**config.mk**
```make
export PLATFORM = sky130hd
export DESIGN_NAME = bp_me_mem_cmd_arbiter
export DESIGN_NICKNAME = d
export VERILOG_FILES = /design/src/rtl/bp_me_mem_cmd_arbiter_pkg.sv /design/src/rtl/bp_me_mem_cmd_arbiter_rr.sv /design/src/rtl/bsg_fifo_1r1w_small.sv /design/src/rtl/bp_me_mem_cmd_arbiter.sv
export SDC_FILE = /design/constraint.sdc
export NUM_CORES = 1
export LEC_CHECK = 0
export ABC_AREA = 0
export CORE_AREA = 2 2 255 257
export DETAILED_ROUTE_END_ITERATION = 8
export DIE_AREA = 0 0 257 259
export DONT_BUFFER_PORTS = 1
export GPL_ROUTABILITY_DRIVEN = 0
export PLACE_DENSITY = 0.3
export REMOVE_ABC_BUFFERS = 1
export SYNTH_ARGS = -nofsm -noshare
export SYNTH_HDL_FRONTEND = slang
export SYNTH_SLANG_ARGS = --single-unit
```
**constraint.sdc**
```tcl
create_clock -name clk_i -period 4.7 [get_ports clk_i]
set_input_delay 0.94 -clock clk_i [delete_from_list [all_inputs] [get_ports clk_i]]
set_output_delay 0.94 -clock clk_i [all_outputs]
set_load 0.03 [all_outputs]
```
**src/rtl/bp_me_mem_cmd_arbiter_pkg.sv**
```systemverilog
// Shared helpers for the memory command arbiter slice.
// Messages stay opaque vectors, so this package only carries sizing helpers.
package bp_me_mem_cmd_arbiter_pkg;

  // Width of an index into n things. It never returns 0, so a one-element
  // structure still gets a legal 1-bit index.
  function automatic int safe_clog2(input int n);
    return (n <= 1) ? 1 : $clog2(n);
  endfunction

endpackage

```
**src/rtl/bp_me_mem_cmd_arbiter_rr.sv**
```systemverilog
// Round-robin pointer plus masked priority encoder.
//   clk_i, reset_i  clock, async active-high reset (pointer -> 0)
//   en_i            a grant may be issued this cycle
//   v_i             request valid per requester
//   grant_v_o       a grant is issued this cycle
//   grant_id_o      winning requester index
//   yumi_o          one-hot grant (zero when no grant)
module bp_me_mem_cmd_arbiter_rr
  import bp_me_mem_cmd_arbiter_pkg::*;
#(
  parameter int num_req_p = 2,
  localparam int lg_lp    = safe_clog2(num_req_p)
) (
  input  logic                 clk_i,
  input  logic                 reset_i,
  input  logic                 en_i,
  input  logic [num_req_p-1:0] v_i,
  output logic                 grant_v_o,
  output logic [lg_lp-1:0]     grant_id_o,
  output logic [num_req_p-1:0] yumi_o
);

  // Explicit wrap compare: num_req_p need not be a power of two.
  localparam logic [lg_lp-1:0] last_lp = lg_lp'(num_req_p - 1);

  logic [lg_lp-1:0] ptr_r;
  logic [lg_lp-1:0] idx, win;
  logic             found;

  // Walk from the pointer upward with wrap; the first valid wins.
  always_comb begin
    found = 1'b0;
    win   = '0;
    idx   = ptr_r;
    for (int k = 0; k < num_req_p; k++) begin
      if (!found && v_i[idx]) begin
        found = 1'b1;
        win   = idx;
      end
      idx = (idx == last_lp) ? '0 : idx + 1'b1;
    end
  end

  assign grant_v_o  = en_i & found;
  assign grant_id_o = win;

  always_comb begin
    yumi_o = '0;
    for (int i = 0; i < num_req_p; i++)
      yumi_o[i] = grant_v_o & (win == lg_lp'(i));
  end

  always_ff @(posedge clk_i or posedge reset_i) begin
    if (reset_i)
      ptr_r <= '0;
    else if (grant_v_o)
      ptr_r <= (win == last_lp) ? '0 : win + 1'b1;
  end

endmodule

```
**src/rtl/bsg_fifo_1r1w_small.sv**
```systemverilog
// Small one-read/one-write FIFO with valid/ready on the write side and
// valid/yumi on the read side. Async-reset flops throughout.
//   clk_i, reset_i   clock, async active-high reset (empties the FIFO)
//   v_i/ready_o      write valid / space available (full blocks, no bypass)
//   data_i           write data
//   v_o/data_o       head valid / head data
//   yumi_i           head consumed
module bsg_fifo_1r1w_small
  import bp_me_mem_cmd_arbiter_pkg::*;
#(
  parameter int width_p = 1,
  parameter int els_p   = 4
) (
  input  logic               clk_i,
  input  logic               reset_i,
  input  logic               v_i,
  output logic               ready_o,
  input  logic [width_p-1:0] data_i,
  output logic               v_o,
  output logic [width_p-1:0] data_o,
  input  logic               yumi_i
);

  localparam int ptr_w_lp = safe_clog2(els_p);
  localparam int cnt_w_lp = $clog2(els_p + 1);
  localparam logic [ptr_w_lp-1:0] last_lp = ptr_w_lp'(els_p - 1);
  localparam logic [cnt_w_lp-1:0] full_lp = cnt_w_lp'(els_p);

  logic [els_p-1:0][width_p-1:0] mem_r;
  logic [ptr_w_lp-1:0]           rd_r, wr_r;
  logic [cnt_w_lp-1:0]           cnt_r;
  logic                          enq, deq;

  // Full is judged on current occupancy only: a pop this cycle does not
  // make room for a push this cycle.
  assign ready_o = (cnt_r != full_lp);
  assign v_o     = (cnt_r != '0);
  assign data_o  = mem_r[rd_r];
  assign enq     = v_i & ready_o;
  assign deq     = yumi_i & v_o;

  always_ff @(posedge clk_i or posedge reset_i) begin
    if (reset_i) begin
      mem_r <= '0;
      rd_r  <= '0;
      wr_r  <= '0;
      cnt_r <= '0;
    end else begin
      if (enq) begin
        mem_r[wr_r] <= data_i;
        wr_r        <= (wr_r == last_lp) ? '0 : wr_r + 1'b1;
      end
      if (deq)
        rd_r <= (rd_r == last_lp) ? '0 : rd_r + 1'b1;
      case ({enq, deq})
        2'b10:   cnt_r <= cnt_r + 1'b1;
        2'b01:   cnt_r <= cnt_r - 1'b1;
        default: cnt_r <= cnt_r;
      endcase
    end
  end

endmodule

```
**src/rtl/bp_me_mem_cmd_arbiter.sv**
```systemverilog
// Shares one BedRock mem_cmd/mem_resp port among num_req_p cache engines.
// Commands are round-robin arbitrated into a one-entry output register; the
// winner ids are queued in issue order so in-order memory responses can be
// steered back to the requester at the head of that queue.
//   clk_i, reset_i        clock, async active-high reset
//   req_mem_cmd_i         requester commands, requester i in slice i
//   req_mem_cmd_v_i       command valid per requester
//   req_mem_cmd_yumi_o    command consumed (one-hot or zero, combinational)
//   req_mem_resp_o        memory response, broadcast to all requesters
//   req_mem_resp_v_o      response valid (one-hot to the head requester)
//   req_mem_resp_yumi_i   response consumed per requester (head only counts)
//   mem_cmd_o/_v_o        registered command to memory
//   mem_cmd_ready_i       memory accepts the command
//   mem_resp_i/_v_i       memory response
//   mem_resp_yumi_o       memory response consumed
module bp_me_mem_cmd_arbiter
  import bp_me_mem_cmd_arbiter_pkg::*;
#(
  parameter int num_req_p         = 2,
  parameter int mem_msg_width_p   = 128,
  parameter int max_outstanding_p = 4
) (
  input  logic                                 clk_i,
  input  logic                                 reset_i,
  input  logic [num_req_p*mem_msg_width_p-1:0] req_mem_cmd_i,
  input  logic [num_req_p-1:0]                 req_mem_cmd_v_i,
  output logic [num_req_p-1:0]                 req_mem_cmd_yumi_o,
  output logic [mem_msg_width_p-1:0]           req_mem_resp_o,
  output logic [num_req_p-1:0]                 req_mem_resp_v_o,
  input  logic [num_req_p-1:0]                 req_mem_resp_yumi_i,
  output logic [mem_msg_width_p-1:0]           mem_cmd_o,
  output logic                                 mem_cmd_v_o,
  input  logic                                 mem_cmd_ready_i,
  input  logic [mem_msg_width_p-1:0]           mem_resp_i,
  input  logic                                 mem_resp_v_i,
  output logic                                 mem_resp_yumi_o
);

  localparam int lg_lp = safe_clog2(num_req_p);

  logic [num_req_p-1:0][mem_msg_width_p-1:0] cmd_arr;
  logic [mem_msg_width_p-1:0]                cmd_r;
  logic                                      cmd_v_r;
  logic                                      slot_free, can_issue;
  logic                                      grant_v;
  logic [lg_lp-1:0]                          grant_id;
  logic                                      id_ready, id_v;
  logic [lg_lp-1:0]                          head;
  logic                                      resp_v;

  assign cmd_arr = req_mem_cmd_i;

  // ---------------- command side ----------------
  // The register can take a new command when it is empty or draining now.
  assign slot_free = ~cmd_v_r | mem_cmd_ready_i;
  assign can_issue = slot_free & id_ready;

  bp_me_mem_cmd_arbiter_rr #(.num_req_p(num_req_p)) rr (
    .clk_i      (clk_i),
    .reset_i    (reset_i),
    .en_i       (can_issue),
    .v_i        (req_mem_cmd_v_i),
    .grant_v_o  (grant_v),
    .grant_id_o (grant_id),
    .yumi_o     (req_mem_cmd_yumi_o)
  );

  // Data is left untouched on drain so mem_cmd_o only changes on a load.
  always_ff @(posedge clk_i or posedge reset_i) begin
    if (reset_i) begin
      cmd_v_r <= 1'b0;
      cmd_r   <= '0;
    end else if (grant_v) begin
      cmd_v_r <= 1'b1;
      cmd_r   <= cmd_arr[grant_id];
    end else if (mem_cmd_ready_i) begin
      cmd_v_r <= 1'b0;
    end
  end

  assign mem_cmd_o   = cmd_r;
  assign mem_cmd_v_o = cmd_v_r;

  // ---------------- response side ----------------
  bsg_fifo_1r1w_small #(.width_p(lg_lp), .els_p(max_outstanding_p)) id_fifo (
    .clk_i   (clk_i),
    .reset_i (reset_i),
    .v_i     (grant_v),
    .ready_o (id_ready),
    .data_i  (grant_id),
    .v_o     (id_v),
    .data_o  (head),
    .yumi_i  (mem_resp_yumi_o)
  );

  // A response with nothing outstanding is never steered or consumed.
  assign resp_v         = mem_resp_v_i & id_v;
  assign req_mem_resp_o = mem_resp_i;

  always_comb begin
    req_mem_resp_v_o = '0;
    mem_resp_yumi_o  = 1'b0;
    for (int i = 0; i < num_req_p; i++) begin
      req_mem_resp_v_o[i] = resp_v & (head == lg_lp'(i));
      mem_resp_yumi_o     = mem_resp_yumi_o
                          | (resp_v & (head == lg_lp'(i)) & req_mem_resp_yumi_i[i]);
    end
  end

  // Memory answering with no command outstanding breaks the in-order contract.
  always_ff @(posedge clk_i) begin
    if (!reset_i)
      assert (!(mem_resp_v_i && !id_v))
        else $error("bp_me_mem_cmd_arbiter: mem_resp_v_i with no outstanding command");
  end

endmodule
```
Yosys cells after proc, flatten, opt, wreduce, memory -nomap -nowiden
Index checks and enable logic that the tools add are counted.

$add $sub $neg: 6. Order comparisons: 6. Equal/unequal tests: 5. Multiplexer cells: 22. Bitwise gates (word level): 16. Reductions and logical operators: 6.

Operators by type and width (count): 128-bit two-way mux (2); 1-bit two-way mux (14); 1-bit bitwise AND (11); 2-bit equality test, second input constant (3); 1-bit by 2-bit less-than comparator with 1-bit output, second input constant (3); 2-bit by 3-bit less-than comparator with 1-bit output, second input constant (2); 3-bit one-hot mux with 2 select lines (1); 2-bit by 1-bit adder with 2-bit output, second input constant (2); 4-bit bitwise mux (1); 2-bit two-way mux (2); 2-bit nonzero test (2); 3-bit by 1-bit adder with 3-bit output, second input constant (1); 3-bit != test, second input constant (1); 1-bit NOT (3); 3-bit nonzero test (1); 3-bit by 1-bit subtractor with 3-bit output, second input constant (1); 1-bit adder, second input constant (2); 1-bit binary-select mux with 2-bit select (1); 1-bit demux with 2-bit select (1); 2-bit by 1-bit equality test with 1-bit output, second input constant (1); 2-bit by 1-bit greater-or-equal comparator with 1-bit output, second input constant (1); 1-bit logical AND (2); 1-bit bitwise OR (2); 1-bit logical NOT (1).

Register bits after elaboration: 141. Input port bits: 392.

Longest topological paths before layout
Gate-level depths: netlist of the first run.

Depth in word-level cells: 10. Depth in mapped cells: 12.

Modules after synthesis
From an unflattened synthesis of the first run, not the netlist that was laid out.

Cells, all modules: 753. Area total of the unflattened synthesis: 7748.7 µm².

Modules (own cells, without submodules): bp_me_mem_cmd_arbiter (instances 1, cells each 693, area an instance 7050.5 µm², seq. area each 3228.1 µm²); bsg_fifo_1r1w_small (instances 1, cells each 50, area an instance 623.1 µm², seq. area each 275.3 µm²); bp_me_mem_cmd_arbiter_rr (instances 1, cells each 10, area an instance 75.1 µm², seq. area each 25.0 µm²).

Least setup slack after synthesis of the first run
OpenSTA, ideal clock, no wires.

Kind: input-to-output. Start: input port mem_cmd_ready_i. End: output port req_mem_cmd_yumi_o[0]. Arrival time: 2.160 ns. Required time: 3.760 ns. Setup slack: 1.600 ns. Stages on the path: 7. Buffers on the path: 3. Cells stage by stage: nand2b_1 clkbuf_1 and3_4 buf_6 buf_6 inv_1 nor2_1.

Cells in the longest elaborated chain, start to end: 4.

Ends and longest elaborated chain: start: declaration (RTL line bp_me_mem_cmd_arbiter.sv:33) `input logic mem_cmd_ready_i,`; 1-bit bitwise OR (RTL line bp_me_mem_cmd_arbiter.sv:55) `assign slot_free = ~cmd_v_r | mem_cmd_ready_i;`; 1-bit bitwise AND (RTL line bp_me_mem_cmd_arbiter.sv:56) `assign can_issue = slot_free & id_ready;`; 1-bit bitwise AND (RTL line bp_me_mem_cmd_arbiter_rr.sv:44) `assign grant_v_o = en_i & found;`; 1-bit bitwise AND (RTL line bp_me_mem_cmd_arbiter_rr.sv:50) `yumi_o[i] = grant_v_o & (win == lg_lp'(i));`; end: declaration (RTL line bp_me_mem_cmd_arbiter.sv:27) `output logic [num_req_p-1:0] req_mem_cmd_yumi_o,`.

No other way between the ends.

Worst setup path after layout of the first run
Start: register id_fifo.cnt_r[2]. End: output port req_mem_cmd_yumi_o[1].

Cells in the longest elaborated chain, start to end: 4.

Ends and longest elaborated chain: start: declaration (RTL line bsg_fifo_1r1w_small.sv:31) `logic [cnt_w_lp-1:0] cnt_r;`; start signal: assignment (RTL line bsg_fifo_1r1w_small.sv:56) `2'b10: cnt_r <= cnt_r + 1'b1;`; start signal: assignment (RTL line bsg_fifo_1r1w_small.sv:57) `2'b01: cnt_r <= cnt_r - 1'b1;`; start signal: assignment (RTL line bsg_fifo_1r1w_small.sv:58) `default: cnt_r <= cnt_r;`; 3-bit != test (RTL line bsg_fifo_1r1w_small.sv:36) `assign ready_o = (cnt_r != full_lp);`; 1-bit bitwise AND (RTL line bp_me_mem_cmd_arbiter.sv:56); 1-bit bitwise AND (RTL line bp_me_mem_cmd_arbiter_rr.sv:44); 1-bit bitwise AND (RTL line bp_me_mem_cmd_arbiter_rr.sv:50).

No other way between the ends.

==> results.tsv, run 1 <==
metric	value	unit
#FFs+latches synth	141	
cell row count	93	
Final Skew	16.7	ps
Yosys cell types	28	
# resized after CTS	0	
core footprint	63900	sq um
# DRC	0	
Setup Fix Bufs, Post-CTS	0	
Sw Share	52.0	%
DR vias	8322	
CP peak stage delay	440	ps
CTS Buf Count	17	
Achievable Freq	318	MHz
top sig layer	met5	
Hold-fix buffers, CTS	0	
starting density of the core	13.7	%
min-delay worst type	input port to async pin	
final setup vio count	0	
routed vias/inst	5.16	
synth warn	0	
CTS root buffer	clkbuf_16	
ANT nets after route	0	
antenna violations before repair	4	
top-area cell type share of the netlist area	40.4	%
final net count	1143	
worst slew pin tran	987	ps
crit path buf inv count	2	
Syn Std Cell Area	8740	sq um
drt pass-1 iters	8	
Layout area overhead	3.71	%
Post-Synthesis Cells	967	
area of the multi-input gates	3630	sq um
Met1 Wirelength	19300	microns
leakage power	2.79	nW
Wirelength per Cell	42.4	microns
largest net degree at the start of global routing	132	
CTS Sinks	141	
average size of a mapped cell	9.04	sq um
Setup CP Type	flip-flop to primary output	
Critical Path Fanout Max	24	
Final HPWL DP	51500	microns
RSZ-0062 raised after global routing	false	
Clock Power Share	22.3	%
Post-synth EDFFs	0	
Final Cycle Share	66.8	%
storage element area	3530	sq um
predominant post-synthesis flop cell	dfrtp_1	
run status	completed	
Comb pwr share	26.6	%
Sequential Power Share	51.2	%
DIE HEIGHT	259	microns
layout cells sized above 1	8.59	%
Synth area leader	dfrtp_1	
Final Routed Wirelength	68500	microns
H-Tree Level Count	4	
die area	66600	sq um
crit-path leading delay family	simple AND/OR/NAND/NOR gates	
CTS clk-pin slew, worst paths	70	ps
Final min period	3140	ps
number of global-route vias before repair	7832	
worst slack, placed	1660	ps
FFs w/ async S/R, synth	100	%
FILL cells	7228	
internal power	0.00332	W
Pwr per Cell Area	764	nW/um^2
crit path launch type	flip-flop	
global-route wire length before repair	87300	microns
global route overflow	0	
Routed met3 length	19400	microns
CTS max path bufs	2	
CTS tree	built	
drt first-iter violations	1014	
Critical Path Sink Type	primary output	
PnR worst setup slack	1560	ps
synth top area cells	dfrtp_1, a31oi_1, buf_4	
Slew HR	34.2	%
register area share after synthesis	40.4	%
number of port buffers	0	
Critical-path top delay cell	and3_4	
clk_lat worst skew	490	ps
# IOs	654	
max-cap viol count	0	
Die X	257	microns
Psw	0.00360	W
worst endpoint required time	3760	ps
final hold viol count	0	
Pins Over Slew Limit	0	
critical path cell sequence	or3b_4 > and3_4 > inv_1 > nor2_1 > buf_4	
Max VDD drop	0.000302	V
crit path DAT	2200	ps
GR Util All Layers	19.9	%
met2 WL	27100	microns
final setup TNS	0	ps
final timing paths:
kind	from	endpoint	slack (ps)	depth (start not counted)
worst max-delay path	id_fifo.cnt_r[2]	req_mem_cmd_yumi_o[1]	1560	5
worst min-delay path	reset_i	mem_cmd_o[48]	420	1
worst max register to register	id_fifo.rd_r[0]	id_fifo.cnt_r[2]	2130	8
worst min register to register	id_fifo.mem_r[2]	id_fifo.mem_r[2]	500	1
max in group asynchronous	reset_i	mem_cmd_o[73]	3300	2
min in group clk_i	id_fifo.mem_r[2]	id_fifo.mem_r[2]	500	1
synth_stat cells (all sizes together) (2+ instances only):
cell	instances
a31oi	256
buf	154
clkbuf	105
dfrtp	141
ha	6
inv	9
mux2	9
mux2i	3
nand2	2
nand4	4
nor2	7
nor2b	2
o211ai	128
o21ai	129
o311ai	2
xor2	2
placed cells by master (no fill, tap or decap):
cell type	synthesis	layout
a31oi_1	256	256
and3_4	1	1
buf_12	0	3
buf_4	128	14
bufinv_16	0	4
clkbuf_1	105	3
clkbuf_16	0	17
clkbuf_8	0	1
clkinv_2	0	4
clkinv_4	0	1
clkinvlp_4	0	1
dfrtp_1	141	140
dfrtp_4	0	1
diode_2	0	1
fa_1	1	1
ha_1	6	6
inv_1	9	6
inv_4	0	2
inv_6	0	2
mux2_2	9	9
mux2i_1	3	3
mux4_2	1	1
nand2_1	2	2
nand2b_4	0	1
nand4_1	4	4
nor2_1	7	7
nor2b_1	2	1
nor2b_4	0	1
o211ai_1	128	128
o21ai_0	119	119
o21ai_1	10	10
o311ai_0	2	2
o31ai_1	1	1
or2_4	0	1
or3b_4	0	1
xnor2_1	1	1
xor2_1	2	2
state kept, by name (all words and copies together) (netlist names):
register / count
id_fifo.cnt_r: 3
id_fifo.mem_r: 4
id_fifo.rd_r: 2
id_fifo.wr_r: 2
mem_cmd_o: 128
mem_cmd_v_o: 1
rr.ptr_r: 1
power by group through the flow:
stage	Combinational (W)	Sequential (W)	Clock [W]
4_1_cts	0.00183	0.00355	0.00161
3_5_place_dp	0.00183	0.00357	0
3_3_place_gp	0.00181	0.00360	0
6_report	0.00184	0.00354	0.00154
2_1_floorplan	0.00119	0.00337	0
5_1_grt	0.00203	0.00361	0.00165
metrics by stage:
step           cell area (sq um)  total power, W  utilization, %  hold slack, ps  cells
6_report                    9060         0.00692            14.2             424   1613
5_1_grt                     9060         0.00729            14.2             466   1612
4_1_cts                     9060         0.00700            14.2             431   1612
3_5_place_dp                8440         0.00540            13.2             490   1580
3_3_place_gp                8440         0.00541            13.2             495   1580
2_1_floorplan               7170         0.00456               -             474    708
final cells by class:
| type | count | area share [%] |
|---|---|---|
| repair buffers | 17 | 1.82 |
| clock inverters | 11 | 1.82 |
| well taps | 855 | 11.8 |
| clock buffers | 21 | 4.97 |
| multi-input cells | 558 | 40.1 |
| inverters | 9 | 0.483 |
| flip-flops and latches | 141 | 39.0 |
| diodes | 1 | 0.0276 |
worst reg2reg max path, stage by stage, from the launching register on:
cell,delay [ps]
dfrtp_1,400
mux4_2,600
mux2i_1,400
ha_1,270
inv_1,70
fa_1,370
xor2_1,150
nor2_1,120
xor2_1,140
cells by family after synthesis:
kind of cell | share of synthesized area, %
xor+xnor | 0.301
simple gates | 1.19
fa+ha+maj | 1.09
mux | 1.76
flops | 40.4
compound gates | 37.0
buf+inv | 18.3
metal layers:
metal | global-route usage [%] | vias up
met2 | 26.4 | 889
li1 | - | 3164
met3 | 26.8 | 97
met4 | 4.80 | 24
met5 | 11.2 | -
met1 | 16.8 | 4148
Power figures use the tool's default switching activity.
==> run 2, diff against run 1 <==
==> constraint.sdc (replaced) <==
create_clock -name clk_i -period 3 [get_ports clk_i]
set_input_delay 0.6 -clock clk_i [delete_from_list [all_inputs] [get_ports clk_i]]
set_output_delay 0.6 -clock clk_i [all_outputs]
set_load 0.03 [all_outputs]
==> results.tsv, run 2 (synthesis results as in run 1) <==
metric	value	unit
worst hold margin	103	ps
final setup vio count	0	
Die X	257	microns
CP peak stage delay	590	ps
Pins Over Slew Limit	0	
final net count	1146	
cell row count	93	
starting density of the core	13.7	%
# resized after CTS	0	
min-delay worst type	input port to async pin	
Slew HR	37.1	%
commonest cells after routing, fill and taps aside	a31oi_1, dfrtp_1, o211ai_1	
global-route wire length before repair	87100	microns
core footprint	63900	sq um
drt first-iter violations	981	
worst endpoint required time	2400	ps
global route overflow	0	
reg2reg setup slack	500	ps
Psw	0.00566	W
Clock Power Share	21.3	%
Max VDD drop	0.000354	V
number of global-route vias before repair	7667	
crit path launch type	flip-flop	
number of port buffers	0	
die area	66600	sq um
Hold-fix buffers, CTS	0	
Wirelength per Cell	42.2	microns
CTS Sinks	141	
Achievable Freq	387	MHz
layout cells sized above 1	9.21	%
largest net degree at the start of global routing	134	
CTS max path bufs	2	
Final HPWL DP	50700	microns
RSZ-0062 raised after global routing	false	
Setup CP Type	flip-flop to primary output	
max-cap viol count	0	
CTS root buffer	clkbuf_16	
Critical Path Sink Type	primary output	
critical path cell sequence	mux4_2 > nor2_1	
Final Skew	14.9	ps
Critical Path Fanout Max	4	
internal power	0.00508	W
Pwr per Cell Area	1180	nW/um^2
Final min period	2590	ps
Comb pwr share	27.5	%
CTS tree	built	
Sw Share	52.7	%
clk_lat worst skew	480	ps
Final Routed Wirelength	68300	microns
crit path buf inv count	0	
CTS clk-pin slew, worst paths	70	ps
Setup Fix Bufs, Post-CTS	0	
crit-path leading delay family	multiplexers	
Critical-path top delay cell	mux4_2	
H-Tree Level Count	4	
worst slew pin tran	943	ps
GR Util All Layers	19.8	%
routed vias/inst	5.09	
Crit path depth	2	
Register-to-Register Path Depth	8	
Final Cycle Share	86.2	%
CTS Buf Count	17	
Post-Layout Cell Count	1618	
DIE HEIGHT	259	microns
Largest register FFs	128	
run status	completed	
leakage power	2.82	nW
antenna violations before repair	2	
DR vias	8234	
Final Util	14.3	%
# DRC	0	
ANT nets after route	0	
Placed Instances	1583	
Layout area overhead	4.50	%
# IOs	654	
crit path DAT	1990	ps
commonest non-fill, non-tap cell in the layout	a31oi_1	
drt pass-1 iters	6	
Sequential Power Share	51.2	%
final hold viol count	0	
[run 2: cell count changes in the layout (fill, tap and decap cells not counted), moves of 2 or more]
cell       change
clkbuf_1       -2
buf_4          -3
buf_12         +6
diode_2        +2
bufinv_16      -2
inv_6          +2
[run 2: area by class of cell]
class	count	area [sq um]
diodes	3	7.51
clock buffers	19	443
clock inverters	13	139
fillers	7226	54800
inverters	9	43.8
multi-input cells	558	3630
flip-flops and latches	141	3530
well taps	855	1070
repair buffers	20	263
[run 2: final timing paths]
check                             startpoint                  end
max                          id_fifo.rd_r[0]  req_mem_resp_v_o[0]
min                                  reset_i        mem_cmd_o[68]
max reg2reg                  id_fifo.rd_r[0]     id_fifo.cnt_r[2]
min reg2reg                 id_fifo.mem_r[2]     id_fifo.mem_r[2]
max in group asynchronous            reset_i       mem_cmd_o[120]
min in group clk_i         req_mem_cmd_i[91]        mem_cmd_o[91]
[run 2: power groups by stage]
stage / combinational, W / clock, W / sequential [W]
finish: 0.00296 / 0.00229 / 0.00550
global route: 0.00327 / 0.00245 / 0.00560
CTS: 0.00295 / 0.00240 / 0.00552
detailed placement: 0.00295 / 0 / 0.00555
global placement: 0.00293 / 0 / 0.00558
floorplan: 0.00186 / 0 / 0.00528
[run 2: per-layer routing]
metal	track usage [%]	vias up	wire [microns]	share of wire (%)
met2	25.8	827	26900	39
li1	-	3191	-	-
met5	11.4	-	1080	1.6
met4	5.02	16	1460	2.1
met3	27.3	70	19600	29
met1	16.7	4130	19300	28
[run 2: stage by stage]
stage / instance area [sq um] / setup TNS (ps) / worst slack (ps) / power, W
after floorplan: 7170 / -551180 / -3520 / 0.00715
final: 9130 / 0 / 413 / 0.0107
after CTS: 9120 / 0 / 336 / 0.0109
after detailed placement: 8540 / 0 / 505 / 0.00850
after global routing: 9120 / 0 / 298 / 0.0113
after global placement: 8540 / 0 / 523 / 0.00851
==> run 3, diff against run 2 <==
--- a/config.mk
+++ b/config.mk
@@ -7,6 +7,7 @@
 export LEC_CHECK = 0
 export ABC_AREA = 0
 export CORE_AREA = 2 2 255 257
+export CTS_BUF_LIST = sky130_fd_sc_hd__clkbuf_2 sky130_fd_sc_hd__clkbuf_4 sky130_fd_sc_hd__clkbuf_8
 export DETAILED_ROUTE_END_ITERATION = 8
 export DIE_AREA = 0 0 257 259
 export DONT_BUFFER_PORTS = 1
==> results.tsv, run 3 (synthesis results as in run 1) <==
metric	value	unit
# resized after CTS	0	
number of global-route vias before repair	7668	
CTS clk-pin slew, worst paths	100	ps
# DRC	0	
worst endpoint required time	2400	ps
RSZ-0062 raised after global routing	false	
Pwr per Cell Area	1140	nW/um^2
run status	completed	
Register-to-Register Path Depth	8	
CTS Buf Count	17	
Hold Path Depth	2	
final net count	1147	
final hold viol count	0	
Critical Path Sink Type	primary output	
cell row count	93	
starting density of the core	13.7	%
Critical Path Fanout Max	4	
Setup CP Type	flip-flop to primary output	
drt pass-1 iters	7	
Max VDD drop	0.000354	V
PnR worst setup slack	318	ps
H-Tree Level Count	4	
crit path launch type	flip-flop	
core footprint	63900	sq um
routed vias/inst	5.07	
global route overflow	0	
CTS tree	built	
die area	66600	sq um
largest net degree at the start of global routing	134	
CTS root buffer	clkbuf_8	
Final Routed Wirelength	68200	microns
Achievable Freq	373	MHz
worst slack, placed	505	ps
commonest cells after routing, fill and taps aside	a31oi_1, dfrtp_1, o211ai_1	
# IOs	654	
commonest non-fill, non-tap cell in the layout	a31oi_1	
worst slew pin tran	924	ps
Largest register FFs	128	
layout cells sized above 1	9.33	%
Final min period	2680	ps
CTS max path bufs	2	
number of port buffers	0	
Post-Layout Cell Count	1620	
Area after DPL	8540	sq um
CTS Sinks	141	
clk_lat worst skew	560	ps
Pins Over Slew Limit	0	
min-delay worst type	input port to flip-flop	
Design Area, Final	8950	sq um
max-cap viol count	0	
Placed Instances	1583	
leakage power	2.74	nW
Layout area overhead	2.49	%
Slew HR	38.4	%
antenna violations before repair	3	
global-route wire length before repair	87100	microns
DIE HEIGHT	259	microns
DR vias	8215	
ANT nets after route	0	
Final HPWL DP	50700	microns
drt first-iter violations	994	
final setup vio count	0	
Final Skew	20.7	ps
GR Util All Layers	19.9	%
crit path DAT	2080	ps
Final Cycle Share	89.4	%
Die X	257	microns
Wirelength per Cell	42.1	microns
[run 3: final timing paths]
kind / startpoint / to / slack, ps
min reg2reg: id_fifo.mem_r[2] / id_fifo.mem_r[2] / 510
max in group asynchronous: reset_i / mem_cmd_o[120] / 1660
max: id_fifo.rd_r[0] / req_mem_resp_v_o[0] / 320
max reg2reg: id_fifo.rd_r[0] / id_fifo.cnt_r[2] / 480
min: req_mem_cmd_i[91] / mem_cmd_o[91] / 190
min in group asynchronous: reset_i / mem_cmd_o[68] / 650
[run 3: critical path, cell delays in order (launching register included)]
cell and delay, ps:
dfrtp_1 430, mux4_2 590, nor2_1 510
[run 3: power breakdown]
group | switching [W] | internal (W)
Combinational | 0.00195 | 0.00101
Sequential | 0.00267 | 0.00282
Clock | 0.000995 | 0.000772
Total | 0.00562 | 0.00460
[run 3: final cells by class]
cell class                      instances  area (sq um)
Antenna cell                            4          10.0
Clock buffer                           19           255
Clock inverter                         13           139
Fill cell                            7244         54900
Inverter                                9          43.8
Multi-Input combinational cell        558          3630
Sequential cell                       141          3530
Tap cell                              855          1070
Timing Repair Buffer                   21           273
[run 3: metrics by stage]
stage | setup TNS [ps] | power [W] | hold slack (ps) | util, %
final | 0 | 0.0102 | 193 | 14.0
after global routing | 0 | 0.0108 | 146 | 14.0
after CTS | 0 | 0.0103 | 103 | 14.0
after detailed placement | 0 | 0.00850 | 492 | 13.4
after global placement | 0 | 0.00851 | 491 | 13.4
after floorplan | -551180 | 0.00715 | 474 | -
[run 3: per-layer routing]
layer / vias to the layer above / track usage, % / wire [microns]
li1: 3182 / - / -
met3: 72 / 27.1 / 19500
met2: 820 / 25.7 / 26600
met5: - / 12.0 / 1200
met1: 4125 / 16.8 / 19400
met4: 16 / 5.56 / 1500
[run 3: timing repair]
action,CTS,global route
setup buffers,0,0
hold endpoints to repair,39,0
hold buffers,1,0
